$ cat src/rtl/int_ctrl_pkg.sv
// Shared definitions for the RAT interrupt controller: default source count
// and the fixed-priority encoder used to pick the serviced source.
package int_ctrl_pkg;

    localparam int N_SRC_DEFAULT = 8;
    localparam int PRIO_W        = 16;   // widest legal source count

    typedef struct packed {
        logic       valid;
        logic [3:0] idx;
    } prio_t;

    // Lowest set index wins; index 0 is the highest priority source.
    function automatic prio_t prio_enc(input logic [PRIO_W-1:0] vec);
        prio_t r;
        r.valid = 1'b0;
        r.idx   = '0;
        for (int i = PRIO_W - 1; i >= 0; i--) begin
            if (vec[i]) begin
                r.valid = 1'b1;
                r.idx   = 4'(i);
            end
        end
        return r;
    endfunction

endpackage

$ cat src/rtl/irq_sync_edge.sv
// Two-flop synchronizer per line plus a previous-value flop; flags the
// first synchronized cycle of each rising edge.
module irq_sync_edge #(
    parameter int W = 8
) (
    input  logic         clk,
    input  logic         rst,
    input  logic [W-1:0] async_in,
    output logic [W-1:0] rise
);

    logic [W-1:0] s1_q, s2_q, s3_q;
    logic [W-1:0] s1_d, s2_d, s3_d;

    // Shift the sampled lines down the synchronizer chain.
    always_comb begin
        s1_d = async_in;
        s2_d = s1_q;
        s3_d = s2_q;
    end

    // Synchronizer and history flops; s3 clears so a line held high
    // through reset release yields exactly one edge.
    always_ff @(posedge clk or posedge rst) begin
        if (rst) begin
            s1_q <= '0;
            s2_q <= '0;
            s3_q <= '0;
        end else begin
            s1_q <= s1_d;
            s2_q <= s2_d;
            s3_q <= s3_d;
        end
    end

    assign rise = s2_q & ~s3_q;

endmodule

$ cat src/rtl/int_controller.sv
// Interrupt controller in front of the RAT control unit: latches rising
// edges as pending events, masks them, gates with the global enable and
// reports/retires the highest-priority event on acknowledge.
module int_controller
    import int_ctrl_pkg::*;
#(
    parameter  int N_SRC = N_SRC_DEFAULT,
    localparam int ID_W  = $clog2(N_SRC)
) (
    input  logic             clk,
    input  logic             RESET,
    input  logic [N_SRC-1:0] IRQ_IN,
    input  logic             I_SET,
    input  logic             I_CLR,
    input  logic             INT_ACK,
    input  logic [N_SRC-1:0] WR_DATA,
    input  logic             MASK_WE,
    input  logic             PCLR_WE,
    output logic             _INT_,
    output logic [ID_W-1:0]  IRQ_ID,
    output logic [N_SRC-1:0] PENDING,
    output logic             IE
);

    logic [N_SRC-1:0] rise;
    logic [N_SRC-1:0] eligible;
    logic [N_SRC-1:0] ack_clr;
    prio_t            pe;
    logic [ID_W-1:0]  winner;
    logic             unused_prio;

    logic [N_SRC-1:0] pending_q, pending_d;
    logic [N_SRC-1:0] mask_q,    mask_d;
    logic             ie_q,      ie_d;
    logic             int_q,     int_d;
    logic [ID_W-1:0]  irq_id_q,  irq_id_d;

    irq_sync_edge #(.W(N_SRC)) u_sync (
        .clk      (clk),
        .rst      (RESET),
        .async_in (IRQ_IN),
        .rise     (rise)
    );

    assign eligible    = pending_q & mask_q;
    assign pe          = prio_enc(PRIO_W'(eligible));
    assign winner      = pe.idx[ID_W-1:0];
    assign unused_prio = ^pe.idx;

    // Next-state for pending/mask/enable/request/ID; a new edge always
    // beats a same-cycle clear so no event is lost.
    always_comb begin
        ack_clr   = '0;
        pending_d = pending_q;
        mask_d    = mask_q;
        ie_d      = ie_q;
        irq_id_d  = irq_id_q;
        int_d     = ie_q & (|eligible);

        if (INT_ACK && pe.valid) begin
            ack_clr  = {{(N_SRC-1){1'b0}}, 1'b1} << winner;
            irq_id_d = winner;
        end

        pending_d = pending_d & ~ack_clr;
        if (PCLR_WE) begin
            pending_d = pending_d & ~WR_DATA;
        end
        pending_d = pending_d | rise;

        if (MASK_WE) begin
            mask_d = WR_DATA;
        end

        if (I_SET) begin
            ie_d = 1'b1;
        end
        if (I_CLR || INT_ACK) begin
            ie_d = 1'b0;
        end
    end

    // Controller state registers; reset drops everything at once.
    always_ff @(posedge clk or posedge RESET) begin
        if (RESET) begin
            pending_q <= '0;
            mask_q    <= '0;
            ie_q      <= 1'b0;
            int_q     <= 1'b0;
            irq_id_q  <= '0;
        end else begin
            pending_q <= pending_d;
            mask_q    <= mask_d;
            ie_q      <= ie_d;
            int_q     <= int_d;
            irq_id_q  <= irq_id_d;
        end
    end

    assign _INT_   = int_q;
    assign IRQ_ID  = irq_id_q;
    assign PENDING = pending_q;
    assign IE      = ie_q;

endmodule

$ cat config.mk
export PLATFORM = sky130hd
export DESIGN_NAME = int_controller
export DESIGN_NICKNAME = d
export VERILOG_FILES = /design/src/rtl/int_ctrl_pkg.sv /design/src/rtl/irq_sync_edge.sv /design/src/rtl/int_controller.sv
export SDC_FILE = /design/constraint.sdc
export NUM_CORES = 1
export LEC_CHECK = 0
export BUFFER_PORTS_ARGS = -buffer_cell sky130_fd_sc_hd__buf_4
export CAP_MARGIN = 20
export CORE_MARGIN = 4
export CORE_UTILIZATION = 50
export DETAILED_ROUTE_END_ITERATION = 7
export PLACE_DENSITY = 0.83
export RECOVER_POWER = 25
export SLEW_MARGIN = 15
export SYNTH_ARGS = -nofsm -noshare
export SYNTH_HDL_FRONTEND = slang
export SYNTH_SLANG_ARGS = --single-unit
$ cat constraint.sdc
create_clock -name clk -period 1.75 [get_ports clk]
set_input_delay 0 -clock clk [delete_from_list [all_inputs] [get_ports clk]]
set_output_delay 0 -clock clk [all_outputs]
set_load 0.05 [all_outputs]
==> results of run 1 <==
==> stage by stage <==
step | hold slack (ns) | instance area, um^2 | setup slack (ns)
after detailed placement | 0.07796 | 1962 | 0.08527
after floorplan | 0.03143 | 1624 | 0.006199
after CTS | 0.2283 | 2322 | 0.06807
after global placement | 0.06469 | 1962 | 0.1284
after global routing | 0.2773 | 2327 | 0.003138
final | 0.2374 | 2327 | 0.06110
==> kinds of logic (layout without fill, tap and decap cells) <==
group	count (synthesis)	in the layout	share of synthesized area
buffers and inverters	9	81	0.02084
AND/OR/NAND/NOR	29	29	0.08565
AO/OA/AOI/OAI	32	32	0.1435
multiplexers	8	8	0.05556
flip-flops	45	45	0.6944
==> routing by layer <==
metal  track usage  wire length [um]  part of all wire  vias to the layer above
met3       0.05373               176             0.048                        6
li1              -                 -                 -                      578
met4       0.06332                64             0.017                        0
met1        0.2395              1541              0.42                      608
met5             0                 0                 0                        -
met2        0.3538              1906              0.52                       39
==> critical path, cell delays in order (launching register included) <==
cell and delay [ns]:
dfrtp_2 0.44, and2_4 0.17, a221o_1 0.25, o22a_2 0.28
o41a_1 0.44
==> cells in the final DEF, fill, tap and decap left out, types with 2 or more instances in the layout <==
| cell type | netlist | routed |
|---|---|---|
| mux2_2 | 8 | 8 |
| o21ai_0 | 4 | 4 |
| and2_1 | 2 | 2 |
| nor3_1 | 2 | 2 |
| a22o_1 | 2 | 2 |
| dfrtp_2 | 0 | 2 |
| a21oi_1 | 7 | 7 |
| clkbuf_8 | 0 | 2 |
| dfrtp_1 | 45 | 43 |
| dlygate4sd3_1 | 0 | 29 |
| inv_1 | 7 | 6 |
| a32oi_1 | 4 | 4 |
| buf_4 | 0 | 27 |
| a21boi_0 | 2 | 2 |
| nand2_1 | 16 | 16 |
| a22oi_1 | 5 | 4 |
| clkbuf_4 | 0 | 14 |
| nor2b_1 | 2 | 2 |
| nand4_1 | 2 | 2 |
==> path summary, 6_finish.rpt <==
kind,startpoint,depth (start not counted),endpoint,slack [ns]
min in group clk,IRQ_IN[1],2,u_sync.s1_q[1],0.31
max in group asynchronous,RESET,4,PENDING[2],0.99
worst min-delay path,RESET,3,u_sync.s1_q[5],0.24
worst min register to register,u_sync.s1_q[7],0,u_sync.s2_q[7],0.37
worst max register to register,PENDING[0],4,PENDING[7],0.06
worst max-delay path,PENDING[0],4,PENDING[7],0.06
==> flip-flops by register name (all words and copies together) (netlist names) <==
| signal | cells |
|---|---|
| u_sync.s2_q | 8 |
| u_sync.s3_q | 8 |
| _INT_ | 1 |
| u_sync.s1_q | 8 |
| IRQ_ID | 3 |
| mask_q | 8 |
| PENDING | 8 |
| IE | 1 |
==> cell type report <==
cell class / instances / area [um^2] / area share
sequential: 45 / 1129 / 0.4849
timing repair buffer: 66 / 580.6 / 0.2495
multi-input combinational: 69 / 466.7 / 0.2005
clock buffer: 7 / 65.06 / 0.02796
tap: 44 / 55.05 / 0.02366
inverter: 7 / 26.28 / 0.01129
clock inverter: 1 / 5.005 / 0.002151
==> timing repair <==
action / CTS / global route
setup endpoints to repair: 0 / 1
endpoints found under the hold margin: 45 / 0
hold buffers: 29 / 0
resized for setup: 0 / 1
==> where the power goes <==
part | switching [mW] | internal [mW] | total [mW]
Sequential | 0.112 | 1.16 | 1.27
Combinational | 0.468 | 0.316 | 0.784
Clock | 0.303 | 0.233 | 0.536
Total | 0.883 | 1.70 | 2.59
==> summary.txt, run 1 <==
Logic synthesis
  • Avg Inst Size Synth: 13.18 um^2
  • Most frequent cells after synthesis: dfrtp_1, nand2_1, mux2_2
  • Top cell type's share of synthesized area: 0.6944
  • EDFF count, synth: 0
  • Most used DFF post-synth: dfrtp_1
  • Yosys cell types: 28
  • Yosys warns: 0
  • Dominant cells by area after synthesis: dfrtp_1, mux2_2, nand2_1, a22oi_1, a21oi_1
  • Cells after synthesis: 123
  • Synth area leader: dfrtp_1
  • Syn_nets: 146
  • Synthesized flop and latch total: 45
  • Most frequent cell after synthesis: dfrtp_1
  • Async SR Flop Fraction: 1.000
  • Mapped cell area: 1622 um^2
  • Register area share after synthesis: 0.6944

STA
  • Worst Tran Pin Value: 0.7576 ns
  • Hold Violations, Final: 0
  • Fin. max-slew vios: 0
  • RSZ-0062 raised after global routing: no
  • Tcrit/Tclk final: 0.9651
  • Relative slew margins: 0.4918
  • Top achievable clock speed: 592.1 MHz
  • Setup TNS: 0 ns
  • Minimum clock period: 1.689 ns
  • Clk_skew: 0.01632 ns
  • Final setup viols: 0

GRT
  • Vias in the first global route: 1,305
  • Pin count of the biggest net entering global routing: 25
  • Remaining global-route overflow: 0
  • First-pass GRT wire length: 6299 um
  • Antenna violations before repair: 0
  • Gr usage total: 0.2014

Die
  • Die width: 64.95 um
  • Die height: 64.95 um
  • Initial cell density of the core: 0.5268
  • Core ar.: 3078 um^2
  • Die area: 4219 um^2
  • Rows: 20
  • I/O pin total: 36

Worst setup path
  • CP Data Required Time: 1.99 ns
  • WS Path Type: reg -> reg
  • Worst Path Arrival: 1.92 ns
  • CP endpoint kind: register
  • Worst setup SP type: register
  • CP Max Fanout: 7

Clock tree
  • Clock transition at path regs: 0.11 ns
  • H-tree depth: 2
  • Setup Fix Bufs, Post-CTS: 0
  • Clk buf depth: 2
  • Root buf cell: clkbuf_4
  • Skew-Pair Late Insertion Delay: 0.35 ns
  • Total CTS buffers: 5
  • CTS tree: yes
  • Clock sink count: 45

Drt
  • 1st-iter DRT viols: 51
  • Total wire length: 3689 um
  • DRC Markers: 0
  • Via count: 1,231
  • First drt pass iteration count: 4
  • Antenna Nets Post-Route: 0
  • Detailed-route wire length per cell: 15.44 um
  • DR vias/cell: 5.151

Final layout
  • Layout cells sized above 1: 0.3077
  • Ant diodes: 0
  • Fin cells: 239
  • Fin nets: 217
  • Filler cells: 216
  • Fin util: 0.7561
  • Area Growth Syn to Fin: 43.52%

Pwr
  • Tot Pwr: 2.587 mW
  • VDD IR-drop max: 0.8104 mV
  • Leak Pwr: 1.069 nW
  • P per Cell Area: 1112 nW/um^2

Place
  • HPWL after DPL: 2520 um
  • Routability congestion estimate: 0.8382
  • IO buf count: 35
  • Placed cell count: 202

Run
  • MaxCap Viol Count: 0

Outcome
  • Outcome: finished, final reports clean

Hold path
  • Hold WC Path Type: in -> async
Power figures use the tool's default switching activity.
==> run 2: changes to the inputs <==
--- a/config.mk
+++ b/config.mk
@@ -9,7 +9,9 @@
 export CAP_MARGIN = 20
 export CORE_MARGIN = 4
 export CORE_UTILIZATION = 50
+export CTS_CLUSTER_DIAMETER = 150
 export DETAILED_ROUTE_END_ITERATION = 7
+export GPL_TIMING_DRIVEN = 0
 export PLACE_DENSITY = 0.83
 export RECOVER_POWER = 25
 export SLEW_MARGIN = 15
==> run 2 against run 1 <==
Effect of this change: final cell count is 4.6% lower; largest cell class unchanged; via count is 2.9% lower; worst hold slack lost 0.22 ns; die area is the same; largest power group unchanged; clock skew fell by 0.0081 ns; critical path depth did not move; non-clock buffer count is 10 lower; maximum frequency down 1.6%; clock power shrank 11%.
==> summary.txt, run 2 (same netlist as run 1, synthesis figures left out) <==
Outcome
  • Outcome: finished, final reports clean

Drt
  • Total wire length: 3335 um (-9.6%)
  • DR vias/cell: 5.241 (+1.8%)
  • Via count: 1,195 (-2.9%)
  • 1st-iter DRT viols: 73 (+43%)
  • Antenna Nets Post-Route: 0 (unchanged)
  • First drt pass iteration count: 4 (unchanged)
  • DRC Markers: 0 (unchanged)
  • Detailed-route wire length per cell: 14.63 um (-5.2%)

Die
  • Die width: 64.95 um (unchanged)
  • I/O pin total: 36 (unchanged)
  • Rows: 20 (unchanged)
  • Initial cell density of the core: 0.5268 (unchanged)
  • Die area: 4219 um^2 (unchanged)
  • Die height: 64.95 um (unchanged)
  • Core ar.: 3078 um^2 (unchanged)

Clock tree
  • Root buf cell: clkbuf_4
  • H-tree depth: 2 (unchanged)
  • Setup Fix Bufs, Post-CTS: 0 (unchanged)
  • Clock transition at path regs: 0.11 ns (about the same)
  • CTS tree: yes
  • Clk buf depth: 2 (unchanged)
  • Skew-Pair Late Insertion Delay: 0.35 ns (about the same)
  • Total CTS buffers: 5 (unchanged)
  • Clock sink count: 45 (unchanged)

Place
  • IO buf count: 34 (-2.9%)
  • Worst Setup Slack post-DPL: 0.05276 ns (-0.03251 ns)
  • Post-Place Cell Area: 1954 um^2 (-0.38%)
  • HPWL after DPL: 2277 um (-9.7%)
  • Routability congestion estimate: 0.8775 (+4.7%)

Pwr
  • VDD IR-drop max: 0.6480 mV (-20%)
  • P per Cell Area: 1128 nW/um^2 (+1.4%)
  • Leak Pwr: 1.015 nW (-5.0%)

STA
  • Tcrit/Tclk final: 0.9803 (+0.01522)
  • Worst Tran Pin Value: 0.6010 ns (-0.1566 ns)
  • Hold Violations, Final: 0 (unchanged)
  • RSZ-0062 raised after global routing: no
  • Minimum clock period: 1.716 ns (+0.02664 ns)
  • Clk_skew: 0.008220 ns (-0.008098 ns)
  • Setup TNS: 0 ns (unchanged)
  • Relative slew margins: 0.5989 (+0.1071)
  • Fin. max-slew vios: 0 (unchanged)
  • Top achievable clock speed: 582.9 MHz (-1.6%)
  • Setup ws final: 0.03446 ns (-0.02664 ns)
  • Final setup viols: 0 (unchanged)

Worst setup path
  • CP Max Fanout: 7 (unchanged)
  • CP endpoint kind: register
  • CP Data Required Time: 1.99 ns (about the same)
  • WS Path Type: reg -> reg
  • Worst Path Arrival: 1.96 ns (+0.04 ns)
  • Worst setup SP type: register
  • FF-to-FF setup slack: 0.03 ns (-0.03 ns)

GRT
  • Pin count of the biggest net entering global routing: 32 (+28%)
  • Remaining global-route overflow: 0 (unchanged)
  • Antenna violations before repair: 0 (unchanged)
  • First-pass GRT wire length: 5851 um (-7.1%)
  • Gr usage total: 0.1841 (-0.01729)
  • Vias in the first global route: 1,298 (-0.54%)

Final layout
  • Most frequent cells in the layout: dfrtp_1, buf_4, dlygate4sd3_1
  • Most common cell after layout, fill and taps aside: dfrtp_1
  • Layout cells sized above 1: 0.3098 (+0.002090)
  • Ant diodes: 0 (unchanged)
  • Fin nets: 207 (-4.6%)
  • Sequential cell area: 1129 um^2 (unchanged)
  • Area Growth Syn to Fin: 36.73%
  • Filler cells: 229 (+6.0%)
  • Area occupied by multi-input gates: 479.2 um^2 (+2.7%)
  • Final Cell Area: 2217 um^2 (-4.7%)

Hold path
  • Hold WC Path Type: in -> reg

Run
  • MaxCap Viol Count: 0 (unchanged)
==> run 2: metrics by stage <==
stage	util	total power [mW]	instances	hold slack, ns
6_report	0.7203	2.500	228	0.02185
3_3_place_gp	0.6285	1.951	201	0.1092
2_1_floorplan	-	1.737	123	0.03143
4_1_cts	0.7146	2.501	228	0.004677
3_5_place_dp	0.6350	1.983	202	-0.01151
5_1_grt	0.7203	2.655	228	0.03459
==> run 2: where the power goes <==
group	internal [mW]	leakage, nW	switching [mW]
clock	0.190	0.0314	0.287
sequential	1.16	0.522	0.112
combinational	0.295	0.462	0.461
==> run 2: metal layers <==
| layer | routed length [um] | up-vias | GRT usage |
|---|---|---|---|
| met5 | 0 | - | 0 |
| met4 | 72 | 0 | 0.06860 |
| met3 | 236 | 11 | 0.05893 |
| met2 | 1646 | 48 | 0.3078 |
| met1 | 1380 | 576 | 0.2218 |
| li1 | - | 560 | - |
==> run 2: worst paths after layout <==
kind | startpoint | endpoint | cells past startpoint
max | PENDING[0] | PENDING[7] | 4
min | PCLR_WE | PENDING[4] | 4
max reg2reg | PENDING[0] | PENDING[7] | 4
min reg2reg | u_sync.s1_q[7] | u_sync.s2_q[7] | 0
max in group asynchronous | RESET | PENDING[0] | 4
min in group asynchronous | RESET | u_sync.s2_q[7] | 3
==> run 2: layout make-up <==
cell class | count | area share
multi-input combinational | 69 | 0.2161
inverter | 7 | 0.01185
timing repair buffer | 54 | 0.2099
clock buffer | 7 | 0.02483
buffer | 2 | 0.003386
sequential | 45 | 0.5090
tap | 44 | 0.02483
==> run 2: critical path: stages, from the launching register on <==
cell and delay, ns:
dfrtp_2 0.45, and2_4 0.18, a221o_1 0.28, o22a_4 0.27
o41a_1 0.43
==> run 2: repair_timing <==
| item | CTS | global route |
|---|---|---|
| hold endpoints to repair | 67 | 0 |
| setup endpoints to repair | 0 | 2 |
| gates resized for setup | 0 | 3 |
| hold buffers | 19 | 0 |
==> run 3: changes to the inputs <==
--- a/config.mk
+++ b/config.mk
@@ -5,14 +5,15 @@
 export SDC_FILE = /design/constraint.sdc
 export NUM_CORES = 1
 export LEC_CHECK = 0
+export ABC_AREA = 1
 export BUFFER_PORTS_ARGS = -buffer_cell sky130_fd_sc_hd__buf_4
 export CAP_MARGIN = 20
 export CORE_MARGIN = 4
 export CORE_UTILIZATION = 50
-export CTS_CLUSTER_DIAMETER = 150
+export CTS_CLUSTER_DIAMETER = 120
 export DETAILED_ROUTE_END_ITERATION = 7
 export GPL_TIMING_DRIVEN = 0
-export PLACE_DENSITY = 0.83
+export PLACE_DENSITY = 0.77
 export RECOVER_POWER = 25
 export SLEW_MARGIN = 15
 export SYNTH_ARGS = -nofsm -noshare
==> run 3 against run 2 <==
Effect of this change: cell area is 4.6% higher; final cell count is 11% higher; non-clock buffer count is 1 higher; wire length is 2.5% lower; power is 1.1% higher; maximum frequency is 24% higher; critical path type unchanged; critical endpoint is now PENDING[0]; largest power group unchanged; highest routed layer unchanged.
==> summary.txt, run 3 <==
GRT
  • First-pass GRT wire length: 5485 um (-6.3%)
  • Remaining global-route overflow: 0 (unchanged)
  • Met1 Use GR: 0.1946 (-0.02726)
  • Pin count of the biggest net entering global routing: 26 (-19%)
  • Antenna violations before repair: 0 (unchanged)
  • GRT Max-Usage Layer: met2
  • Global-route met2 utilization: 0.2791 (-0.02869)
  • Met3 usage: 0.05612 (-0.002803)
  • Vias in the first global route: 1,290 (-0.62%)
  • Gr usage total: 0.1721 (-0.01205)

Logic synthesis
  • Syn_nets: 169 (+16%)
  • Dominant cells by area after synthesis: dfrtp_1, nand2_1, mux2_2, a21boi_0, inv_1
  • Mapped cell area: 1682 um^2 (+3.7%)
  • Synth area leader: dfrtp_1
  • Most frequent cell after synthesis: dfrtp_1
  • Top cell type's share of synthesized area: 0.6696 (-0.02480)
  • Async SR Flop Fraction: 1.000 (unchanged)
  • Register area share after synthesis: 0.6696 (-0.02480)
  • Yosys cell types: 18 (-36%)
  • Adder-cell share of the synthesized area: 0 (unchanged)
  • Most used DFF post-synth: dfrtp_1
  • Xor and xnor area share after synthesis: 0 (unchanged)
  • Most frequent cells after synthesis: dfrtp_1, nand2_1, inv_1
  • Avg Inst Size Synth: 11.52 um^2 (-13%)
  • Simple-Gate Fraction of Synth Area: 0.1815 (+0.09590)
  • Cells after synthesis: 146 (+19%)
  • Proportion of synthesized area in mux cells: 0.05357 (-0.001984)
  • Synth Area in Compound Gates: 0.05878 (-0.08474)
  • EDFF count, synth: 0 (unchanged)
  • Largest family of logic cells by synthesized area: simple AND/OR/NAND/NOR gates
  • Yosys warns: 0 (unchanged)
  • Synthesized flop and latch total: 45 (unchanged)

Place
  • HPWL after DPL: 2226 um (-2.2%)
  • Worst Setup Slack post-DPL: 0.4223 ns (+0.3696 ns)
  • Routability congestion estimate: 0.8319 (-5.2%)
  • Post-Place Cell Area: 2019 um^2 (+3.3%)
  • IO buf count: 34 (unchanged)

Drt
  • Total wire length: 3253 um (-2.5%)
  • DRC Markers: 0 (unchanged)
  • Via count: 1,230 (+2.9%)
  • DR vias/cell: 4.843 (-7.6%)
  • Antenna Nets Post-Route: 0 (unchanged)
  • First drt pass iteration count: 4 (unchanged)
  • Detailed-route wire length per cell: 12.81 um (-12%)
  • 1st-iter DRT viols: 41 (-44%)

Worst setup path
  • WS Path Type: reg -> reg
  • CP max-delay cell: dfrtp_1
  • Most used cell along the critical path: nand2_1
  • Worst R2R Start: PENDING[7]
  • CP Max Fanout: 5 (-2)
  • Worst Path Arrival: 1.63 ns (-0.33 ns)
  • Buf+Inv Stages, Crit Path: 1 (+1)
  • Worst R2R Path Depth: 12 (+8)
  • CP Data Required Time: 2.00 ns (about the same)
  • Crit path depth: 12 (+8)
  • Crit path max-delay family: simple AND/OR/NAND/NOR gates
  • CP startpoint: PENDING[7]
  • Critical Path Max Stage Delay: 0.43 ns (-0.02 ns)
  • CP endpoint kind: register
  • Crit-path cells: nand2_2, inv_2, nand2_1, nand2_1, nand2_1, nand2_1, nand2_1, nand2_2, nand2_2, nand3_1, nand2_1, nand2_1
  • Worst setup SP type: register

STA
  • Clk_skew: 0.006475 ns (-0.001745 ns)
  • Setup TNS: 0 ns (unchanged)
  • Minimum clock period: 1.378 ns (-0.3372 ns)
  • Final setup viols: 0 (unchanged)
  • RSZ-0062 raised after global routing: no
  • Tcrit/Tclk final: 0.7876 (-0.1927)
  • Fin. max-slew vios: 0 (unchanged)
  • Top achievable clock speed: 725.5 MHz (+24%)
  • Relative slew margins: 0.4505 (-0.1484)
  • Worst Tran Pin Value: 0.8233 ns (+0.2223 ns)
  • Hold Violations, Final: 0 (unchanged)
  • Setup ws final: 0.3717 ns (+0.3372 ns)

Die
  • I/O pin total: 36 (unchanged)
  • Die width: 66.00 um (+1.6%)
  • Core ar.: 3128 um^2 (+1.6%)
  • Initial cell density of the core: 0.5376 (+0.01077)
  • Die height: 66.00 um (+1.6%)
  • Die area: 4355 um^2 (+3.2%)
  • Rows: 20 (unchanged)

Clock tree
  • Clk buf depth: 2 (unchanged)
  • Setup Fix Bufs, Post-CTS: 0 (unchanged)
  • Clock sink count: 45 (unchanged)
  • Clock transition at path regs: 0.12 ns (about the same)
  • H-tree depth: 2 (unchanged)
  • Root buf cell: clkbuf_4
  • Skew-Pair Late Insertion Delay: 0.35 ns (about the same)
  • Total CTS buffers: 5 (unchanged)
  • CTS tree: yes

Final layout
  • Ant diodes: 0 (unchanged)
  • Filler cells: 230 (+0.44%)
  • Fin nets: 232 (+12%)
  • Area Growth Syn to Fin: 37.87%
  • Most frequent cells in the layout: dfrtp_1, nand2_1, buf_4
  • Most common cell after layout, fill and taps aside: dfrtp_1
  • Final Cell Area: 2318 um^2 (+4.6%)
  • Layout cells sized above 1: 0.3143 (+0.004503)

Hold path
  • Beginning of the worst hold path: MASK_WE
  • Worst Hold Path Cells: 2 (-2)
  • Hold WC Path Type: in -> reg

Pwr
  • VDD IR-drop max: 0.8189 mV (+26%)
  • Logic pwr share: 0.266 (-0.036)
  • Leak Pwr: 1.153 nW (+14%)
  • Register share of total power: 0.475 (-0.032)
  • P per Cell Area: 1090 nW/um^2 (-3.3%)
  • Sw frac: 0.3194 (-0.02488)
  • Clock Power Share: 0.259 (+0.068)
  • Sw Pwr: 0.8072 mW (-6.2%)
  • Internal power: 1.720 mW (+4.9%)

Outcome
  • Outcome: finished, final reports clean

Run
  • MaxCap Viol Count: 0 (unchanged)
==> run 3: cell types whose count changed after synthesis, sizes merged, moves of 3 or more <==
| cell | before | now |
|---|---|---|
| nand2 | 16 | 49 |
| inv | 7 | 15 |
| a21boi | 2 | 9 |
| a21oi | 7 | 2 |
| a22oi | 5 | 0 |
| a32oi | 4 | 0 |
| nand3 | 1 | 5 |
| nor2 | 1 | 5 |
| and2 | 3 | 0 |
==> run 3: layout make-up <==
class                      instances  area [um^2]  share of cell area
sequential                        45         1126              0.4857
clock inverter                     2        37.54             0.01619
timing repair buffer              56        493.0              0.2126
clock buffer                       6        51.30             0.02213
buffer                             1        5.005            0.002159
multi-input combinational         85        494.2              0.2132
inverter                          15        56.30             0.02428
tap                               44        55.05             0.02375
==> run 3: worst paths after layout <==
check,endpoint,slack [ns]
max,PENDING[0],0.37
min,mask_q[5],0.07
max reg2reg,PENDING[0],0.37
min reg2reg,u_sync.s2_q[3],0.36
max in group asynchronous,u_sync.s3_q[2],0.80
min in group asynchronous,u_sync.s1_q[6],0.36
==> run 3: power groups by stage <==
stage / logic (mW) / clock network (mW) / registers (mW)
2_1_floorplan: 0.256 / 0 / 1.40
3_3_place_gp: 0.611 / 0 / 1.21
3_5_place_dp: 0.632 / 0 / 1.22
4_1_cts: 0.673 / 0.678 / 1.20
5_1_grt: 0.724 / 0.736 / 1.21
6_report: 0.672 / 0.654 / 1.20
==> run 3: through the flow <==
step,instances,total power [mW],utilization,hold WS [ns]
2_1_floorplan,146,1.652,-,0.03143
6_report,254,2.527,0.7412,0.06851
3_3_place_gp,224,1.824,0.6368,0.1092
4_1_cts,254,2.553,0.7412,0.04569
5_1_grt,254,2.673,0.7412,0.04554
3_5_place_dp,225,1.854,0.6456,0.05106
==> run 3: kinds of logic (layout without fill, tap and decap cells) <==
| family | Yosys count | count (layout) |
|---|---|---|
| AND/OR/NAND/NOR | 64 | 64 |
| flip-flops | 45 | 45 |
| buffers and inverters | 16 | 80 |
| AO/OA/AOI/OAI | 13 | 13 |
| multiplexers | 8 | 8 |
==> run 3: per-layer routing <==
layer	vias up	part of all wire
li1	590	-
met1	591	0.39
met2	37	0.51
met3	12	0.057
met4	0	0.036
met5	-	0
==> run 3: worst reg2reg max path, delay by kind of cell, from the launching register on <==
kind	cells	cell delay [ns]
and+or+nand+nor	11	0.82
buffers and inverters	1	0.03
DFF	1	0.43
==> run 3: timing repair <==
action,in CTS,in global routing
hold buffers,21,0
gates resized for setup,0,0
endpoints found under the hold margin,67,0
